`src/rtl/tri_bus_arbiter_if.sv`:
```
// ---------------------------------------------------------------------------
// tri_bus_arbiter_if
// Bundles the request/grant signals between the requesting units, the
// round-robin arbiter and the bufif1 enable pins of the shared-bus driver bank.
//
// Parameters
//   N      number of requesters / tri-state drivers
//   IDX_W  width of the OWNER index
//
// Signals
//   REQ       requester -> arbiter, one level request per requester
//   GNT       arbiter -> requester, registered one-hot grant
//   OE        arbiter -> driver bank, bufif1 enables (always equal to GNT)
//   OWNER     index of the current (or last) grantee
//   BUS_BUSY  high while any grant bit is set
//   TURN_ACT  high during all-off turnaround cycles
//
// Modports
//   master  the arbiter side (drives grant/enable/status)
//   slave   the requester / driver-bank side (drives REQ)
// ---------------------------------------------------------------------------
interface tri_bus_arbiter_if #(
    parameter int N     = 4,
    parameter int IDX_W = 2
);
    logic [N-1:0]     REQ;
    logic [N-1:0]     GNT;
    logic [N-1:0]     OE;
    logic [IDX_W-1:0] OWNER;
    logic             BUS_BUSY;
    logic             TURN_ACT;

    modport master (
        input  REQ,
        output GNT, OE, OWNER, BUS_BUSY, TURN_ACT
    );

    modport slave (
        output REQ,
        input  GNT, OE, OWNER, BUS_BUSY, TURN_ACT
    );
endinterface

```
`src/rtl/tri_bus_arbiter.sv`:
```
// ---------------------------------------------------------------------------
// tri_bus_arbiter
// Round-robin arbiter for a shared tri-state net driven by N bufif1 drivers.
// Issues a registered one-hot grant and an identical per-driver output
// enable, and always inserts TURN_CYC all-off turnaround cycles between two
// owners so that no two drivers ever fight on the net.
//
// Optional feature (compile-time macro ARB_HOLD_LIMIT_EN):
//   when defined, an owner that has held the bus for MAX_HOLD grant cycles is
//   forced off if any other requester is waiting. When undefined, no hold
//   counter exists and MAX_HOLD has no effect.
//
// Parameters
//   N         number of requesters (2..8)
//   IDX_W     width of OWNER, N <= 2**IDX_W
//   TURN_CYC  all-off cycles between any two grants (>= 1)
//   MAX_HOLD  max tenure while others wait (>= 2), hold-limit build only
//
// Ports
//   CLK   rising-edge clock
//   RST   synchronous reset, active-high
//   bus   tri_bus_arbiter_if.master: REQ in; GNT, OE, OWNER, BUS_BUSY,
//         TURN_ACT out
// ---------------------------------------------------------------------------
module tri_bus_arbiter #(
    parameter int N        = 4,
    parameter int IDX_W    = 2,
    parameter int TURN_CYC = 1,
    parameter int MAX_HOLD = 8
) (
    input  logic                CLK,
    input  logic                RST,
    tri_bus_arbiter_if.master   bus
);

    // Turn counter counts TURN_CYC-1 down to 0.
    localparam int TC_W = (TURN_CYC > 1) ? $clog2(TURN_CYC) : 1;

    if (N < 2 || N > 8 || N > (1 << IDX_W) || TURN_CYC < 1 || MAX_HOLD < 2) begin : g_bad_param
        $error("tri_bus_arbiter: illegal parameter combination");
    end

    typedef enum logic [1:0] {
        IDLE  = 2'd0,
        GRANT = 2'd1,
        TURN  = 2'd2
    } state_t;

    state_t           state, state_nxt;
    logic [N-1:0]     gnt, gnt_nxt;
    logic [IDX_W-1:0] owner, owner_nxt;
    logic [IDX_W-1:0] rr_ptr, rr_nxt;
    logic [TC_W-1:0]  turn_cnt, turn_nxt;

`ifdef ARB_HOLD_LIMIT_EN
    localparam int HOLD_W = $clog2(MAX_HOLD);
    logic [HOLD_W-1:0] hold_cnt, hold_nxt;
`endif

    // Round-robin pick: first set REQ bit scanning upward from rr_ptr,
    // wrapping from N-1 to 0.
    logic             found;
    logic [IDX_W-1:0] pick;

    always_comb begin
        logic [IDX_W-1:0] scan_idx;
        found    = 1'b0;
        pick     = '0;
        scan_idx = '0;
        for (int i = 0; i < N; i++) begin
            scan_idx = IDX_W'((int'(rr_ptr) + i) % N);
            if (!found && bus.REQ[scan_idx]) begin
                found = 1'b1;
                pick  = scan_idx;
            end
        end
    end

    // Next-state / next-output logic.
    always_comb begin
        logic rel;
        state_nxt = state;
        gnt_nxt   = gnt;
        owner_nxt = owner;
        rr_nxt    = rr_ptr;
        turn_nxt  = turn_cnt;
        rel       = 1'b0;
`ifdef ARB_HOLD_LIMIT_EN
        hold_nxt  = hold_cnt;
`endif

        case (state)
            IDLE: begin
                if (found) begin
                    gnt_nxt       = '0;
                    gnt_nxt[pick] = 1'b1;
                    owner_nxt     = pick;
                    state_nxt     = GRANT;
`ifdef ARB_HOLD_LIMIT_EN
                    hold_nxt      = '0;
`endif
                end
            end

            GRANT: begin
                rel = !bus.REQ[owner];
`ifdef ARB_HOLD_LIMIT_EN
                if (hold_cnt != HOLD_W'(MAX_HOLD - 1))
                    hold_nxt = hold_cnt + 1'b1;
                // Tenure used up and somebody else is waiting: force off.
                if (hold_cnt == HOLD_W'(MAX_HOLD - 1) && |(bus.REQ & ~gnt))
                    rel = 1'b1;
`endif
                if (rel) begin
                    gnt_nxt   = '0;
                    rr_nxt    = IDX_W'((int'(owner) + 1) % N);
                    turn_nxt  = TC_W'(TURN_CYC - 1);
                    state_nxt = TURN;
                end
            end

            TURN: begin
                if (turn_cnt == '0) begin
                    // Last all-off cycle: arbitrate on the REQ seen right now.
                    if (found) begin
                        gnt_nxt       = '0;
                        gnt_nxt[pick] = 1'b1;
                        owner_nxt     = pick;
                        state_nxt     = GRANT;
`ifdef ARB_HOLD_LIMIT_EN
                        hold_nxt      = '0;
`endif
                    end else begin
                        state_nxt = IDLE;
                    end
                end else begin
                    turn_nxt = turn_cnt - 1'b1;
                end
            end

            default: begin
                gnt_nxt   = '0;
                state_nxt = IDLE;
            end
        endcase
    end

    always_ff @(posedge CLK) begin
        if (RST) begin
            state    <= IDLE;
            gnt      <= '0;
            owner    <= '0;
            rr_ptr   <= '0;
            turn_cnt <= '0;
`ifdef ARB_HOLD_LIMIT_EN
            hold_cnt <= '0;
`endif
        end else begin
            state    <= state_nxt;
            gnt      <= gnt_nxt;
            owner    <= owner_nxt;
            rr_ptr   <= rr_nxt;
            turn_cnt <= turn_nxt;
`ifdef ARB_HOLD_LIMIT_EN
            hold_cnt <= hold_nxt;
`endif
        end
    end

    // OE is the grant register itself, so the two can never disagree.
    assign bus.GNT      = gnt;
    assign bus.OE       = gnt;
    assign bus.OWNER    = owner;
    assign bus.BUS_BUSY = |gnt;
    assign bus.TURN_ACT = (state == TURN);

endmodule

```
`src/flat_wrapper.sv`:
```
// flat-port wrapper written by rule: the top's interface ports become plain ports
module tri_bus_arbiter_flat 
#(
    parameter int N        = 4,
    parameter int IDX_W    = 2,
    parameter int TURN_CYC = 1,
    parameter int MAX_HOLD = 8
)
  (CLK, RST, bus_REQ, bus_GNT, bus_OE, bus_OWNER, bus_BUS_BUSY, bus_TURN_ACT);
  tri_bus_arbiter_if #(.N(N), .IDX_W(IDX_W)) bus_i ();
  input  logic CLK;
  input  logic RST;
  input wire logic [$bits(bus_i.REQ)-1:0] bus_REQ;
  output wire logic [$bits(bus_i.GNT)-1:0] bus_GNT;
  output wire logic [$bits(bus_i.OE)-1:0] bus_OE;
  output wire logic [$bits(bus_i.OWNER)-1:0] bus_OWNER;
  output wire logic [$bits(bus_i.BUS_BUSY)-1:0] bus_BUS_BUSY;
  output wire logic [$bits(bus_i.TURN_ACT)-1:0] bus_TURN_ACT;
  assign bus_i.REQ = bus_REQ;
  assign bus_GNT = bus_i.GNT;
  assign bus_OE = bus_i.OE;
  assign bus_OWNER = bus_i.OWNER;
  assign bus_BUS_BUSY = bus_i.BUS_BUSY;
  assign bus_TURN_ACT = bus_i.TURN_ACT;
  tri_bus_arbiter #(.N(N), .IDX_W(IDX_W), .TURN_CYC(TURN_CYC), .MAX_HOLD(MAX_HOLD)) u_core (.CLK(CLK), .RST(RST), .bus(bus_i));
endmodule
```
`config.mk`:
```
export PLATFORM = sky130hd
export DESIGN_NAME = tri_bus_arbiter_flat
export DESIGN_NICKNAME = d
export VERILOG_FILES = /design/src/rtl/tri_bus_arbiter_if.sv /design/src/rtl/tri_bus_arbiter.sv /design/src/flat_wrapper.sv
export SDC_FILE = /design/constraint.sdc
export NUM_CORES = 1
export LEC_CHECK = 0
export ABC_AREA = 1
export CORE_AREA = 2 2 48 50
export DETAILED_ROUTE_END_ITERATION = 10
export DIE_AREA = 0 0 50 52
export GPL_TIMING_DRIVEN = 0
export PLACE_DENSITY = 0.77
export SLEW_MARGIN = 20
export SYNTH_ARGS = -nofsm -noshare
export SYNTH_HDL_FRONTEND = slang
export SYNTH_SLANG_ARGS = --single-unit
```
`constraint.sdc`:
```
create_clock -name CLK -period 1.3 [get_ports CLK]
set_input_delay 0.26 -clock CLK [delete_from_list [all_inputs] [get_ports CLK]]
set_output_delay 0.26 -clock CLK [all_outputs]
set_load 0.01 [all_outputs]
```
==> summary.md <==
| Metric | Value |
|---|---|
| Outcome | finished, violations left |
| Violated checks | negative setup slack |
| Cells after synthesis | 126 |
| Clock root buffer | clkbuf_4 |
| Register-to-Register Path Depth | 13 |
| Crit path kind | register to register |
| Antenna Cells | 0 |
| Die X | 50 um |
| Post-Syn Area per Cell | 7.011 um^2 |
| Max-slew headroom | 0.8229 |
| Finished Cell Area | 1185 um^2 |
| Fmax | 0.6562 GHz |
| H-Tree Depth | 1 |
| Worst EP arrival | 1720 ps |
| Slew Limit Fails | 0 |
| CTS Hold Bufs | 0 |
| Crit path launch type | register |
| DRC violation count after routing | 0 |
| Synth Area in Compound Gates | 0.09632 |
| TNS Setup | -1432 ps |
| Global-route wire length before repair | 3270 um |
| Worst Tran Pin Value | 264.6 ps |
| All-Layer GR Usage | 0.1617 |
| Worst hold stages | 2 |
| Flops & latches, synth | 10 |
| Detailed-route vias per instance | 4.923 |
| Setup crit end kind | register |
| Gpl congestion | 0.8637 |
| Hold path endpoint | u_core.bus.GNT[0] |
| Synth Area in XOR/XNOR | 0.009915 |
| Syn Nets | 132 |
| DR WL/cell | 11.12 um |
| Clock Skew | 2.579 ps |
| Hold Startpoint | u_core.bus.GNT[0] |
| RSZ-0062 raised after global routing | yes |
| # rows | 17 |
| Final WS setup | -223.8 ps |
| IO Count | 18 |
| Initial Util | 0.4195 |
| Pwr Density | 2397 nW/um^2 |
| Antenna violations before repair | 0 |
| Leak Pwr | 0.6206 nW |
| MaxCap Viol Count | 0 |
| Die area | 2600 um^2 |
| Clock Sink Count | 10 |
| Hpwl dp | 1499 um |
| Warnings, synthesis | 0 |
| Sequential share of the synthesized area | 0.2266 |
| Buffers on Ports | 17 |
| Bufs on Longest Clock Path | 2 |
| CP peak stage delay | 420 ps |
| Cells along the critical path | inv_8, buf_12, nand2_4, nand2_4, nand2_4, nand2_2, nand2_1, nand2_1, nand2_1, nand2_2, nor2_4, nand2_2, a21oi_2 |
| Post-synth cell types | 22 |
| Die Y | 52 um |
| Largest family of logic cells by synthesized area | simple AND/OR/NAND/NOR gates |
| Crit path max fanout | 8 |
| Vias in the first global route | 810 |
| Min Clock Period, post-route | 1524 ps |
| Synthesis-to-layout area growth | 34.14% |
| Max VDD drop | 1368 uV |
| Adder-cell share of the synthesized area | 0 |
| Via count | 891 |
| Total routed wirelength | 2012 um |
| Post-synthesis cell area | 883.3 um^2 |
| Final setup viols | 8 |
| 1st-pass router iterations | 4 |
| Share of layout cells above drive strength 1 | 0.4510 |
| Period Utilization, post-route | 1.172 |
| Core footprint | 2106 um^2 |
| Largest net degree at the start of global routing | 9 |
| Routed Antenna Nets | 0 |
| Final #Nets | 160 |
| HP Class | register to register |
| TritonCTS buffer count | 3 |
| R2R Path Start | u_core.rr_ptr[0] |
| Multiplexer share of the synthesized area | 0 |
| R2r endpoint | u_core.bus.GNT[2] |
| CP max stage cell | dfxtp_4 |
| Placement Cell Area | 1089 um^2 |
| Synth Area in Simple Gates | 0.5297 |
| CTS tree | built |
| Worst endpoint required time | 1500 ps |
| Final hold vios | 0 |
| Clock latency at the later pin of the worst-skew pair | 270 ps |
| Worst-path clk slew | 70 ps |
| GRT Residual Overflow | 0 |
| R2r setup slk | -220 ps |
| Drt initial violations | 28 |
==> logic make-up (layout without fill, tap and decap cells) <==
kind of cell / count (synthesis) / in the layout
buffers and inverters: 20 / 47
and+or+nand+nor: 79 / 79
AOI/OAI and AO/OA: 16 / 16
DFF: 10 / 10
xor gates and xnor gates: 1 / 1
==> layout by cell type, fill, tap and decap left out, drive strengths merged <==
| cell type | instances |
|---|---|
| nand2 | 52 |
| xor2 | 1 |
| a21oi | 8 |
| a21boi | 1 |
| dlymetal6s2s | 2 |
| o211ai | 1 |
| dfxtp | 10 |
| or4 | 1 |
| clkdlybuf4s50 | 1 |
| buf | 13 |
| nor2 | 14 |
| inv | 14 |
| o21ai | 6 |
| clkbuf | 5 |
| dlygate4sd2 | 12 |
| nand3 | 8 |
| nand4 | 4 |
==> worst max path at each step <==
stage	from	end	slack [ps]	cells past startpoint
floorplan	u_core.rr_ptr[0]	u_core.bus.GNT[1]	-90	13
detailed placement	bus_REQ[3]	u_core.rr_ptr[0]	-570	7
finish	u_core.rr_ptr[0]	u_core.bus.GNT[2]	-220	13
global route	u_core.rr_ptr[0]	u_core.bus.GNT[2]	-310	12
CTS	u_core.rr_ptr[0]	u_core.bus.GNT[2]	-230	13
global placement	bus_REQ[3]	u_core.rr_ptr[1]	-550	7
==> through the flow <==
step | setup WS [ps] | total power [mW] | util | hold slack, ps | instances
after floorplan | -85.43 | 1.913 | - | 329.1 | 126
after global placement | -554.5 | 2.385 | 0.5169 | 488.1 | 171
after detailed placement | -572.6 | 2.424 | 0.5169 | 491.6 | 171
after CTS | -230.3 | 2.730 | 0.5514 | 488.8 | 180
after global routing | -309.0 | 3.063 | 0.5627 | 509.1 | 181
final | -223.8 | 2.840 | 0.5627 | 481.6 | 181
==> final cells by class <==
| class | instances | area [um^2] |
|---|---|---|
| Inverter | 14 | 60.06 |
| Clock buffer | 4 | 36.28 |
| Fill cell | 199 | 920.9 |
| Tap cell | 28 | 35.03 |
| Buffer | 5 | 50.05 |
| Timing Repair Buffer | 24 | 202.7 |
| Multi-Input combinational cell | 96 | 586.8 |
| Sequential cell | 10 | 214.0 |
==> cells in the mapped netlist <==
| cell type | n | area [um^2] |
|---|---|---|
| a21oi_1 | 8 | 40.04 |
| dfxtp_1 | 10 | 200.2 |
| o211ai_1 | 1 | 7.510 |
| inv_8 | 1 | 11.26 |
| inv_2 | 3 | 11.26 |
| inv_1 | 10 | 37.54 |
| buf_12 | 1 | 20.02 |
| o21ai_0 | 6 | 30.03 |
| nand2_4 | 9 | 101.4 |
| nor2_4 | 4 | 45.04 |
| nor2_1 | 9 | 33.78 |
| nand2_1 | 26 | 97.59 |
| or4_1 | 1 | 7.510 |
| buf_4 | 4 | 30.03 |
| nor2_2 | 1 | 6.260 |
| nand3_1 | 7 | 35.03 |
| nand2_2 | 17 | 106.4 |
| buf_6 | 1 | 11.26 |
| nand3_2 | 1 | 10.01 |
| xor2_1 | 1 | 8.760 |
| nand4_1 | 4 | 25.02 |
| a21boi_1 | 1 | 7.510 |
==> layer usage <==
layer  share of wire  wire, um  vias to the layer above  track usage
met2            0.51      1019                       28       0.2829
met1            0.44       882                      404       0.1856
li1                -         -                      454            -
met4           0.013        27                        0      0.08333
met3           0.041        82                        5      0.03161
met5               0         0                        -            0
==> flip-flops by register name (all words and copies together), names as in the netlist <==
register          flops
u_core.bus.OWNER      2
u_core.bus.GNT        4
u_core.rr_ptr         2
u_core.state          2
==> where the power goes <==
part           leakage [nW]  switching (mW)  internal (mW)  total, mW
Combinational         0.514            1.11          0.822       1.94
Clock                0.0210           0.109          0.170      0.279
Sequential           0.0859           0.171          0.454      0.625
==> critical path, delay by kind of cell, from the launching register on <==
kind	cells	cell delay (ps)
simple gates	10	740
flops	1	420
buf+inv	2	190
compound gates	1	130
==> what timing repair did <==
action                     in CTS  in global routing
resized for setup              30                 10
setup buffers                   5                  2
setup endpoints to repair      22                 13
pin swaps                       5                 14
hold endpoints to repair        0                  0
Power figures use the tool's default switching activity.
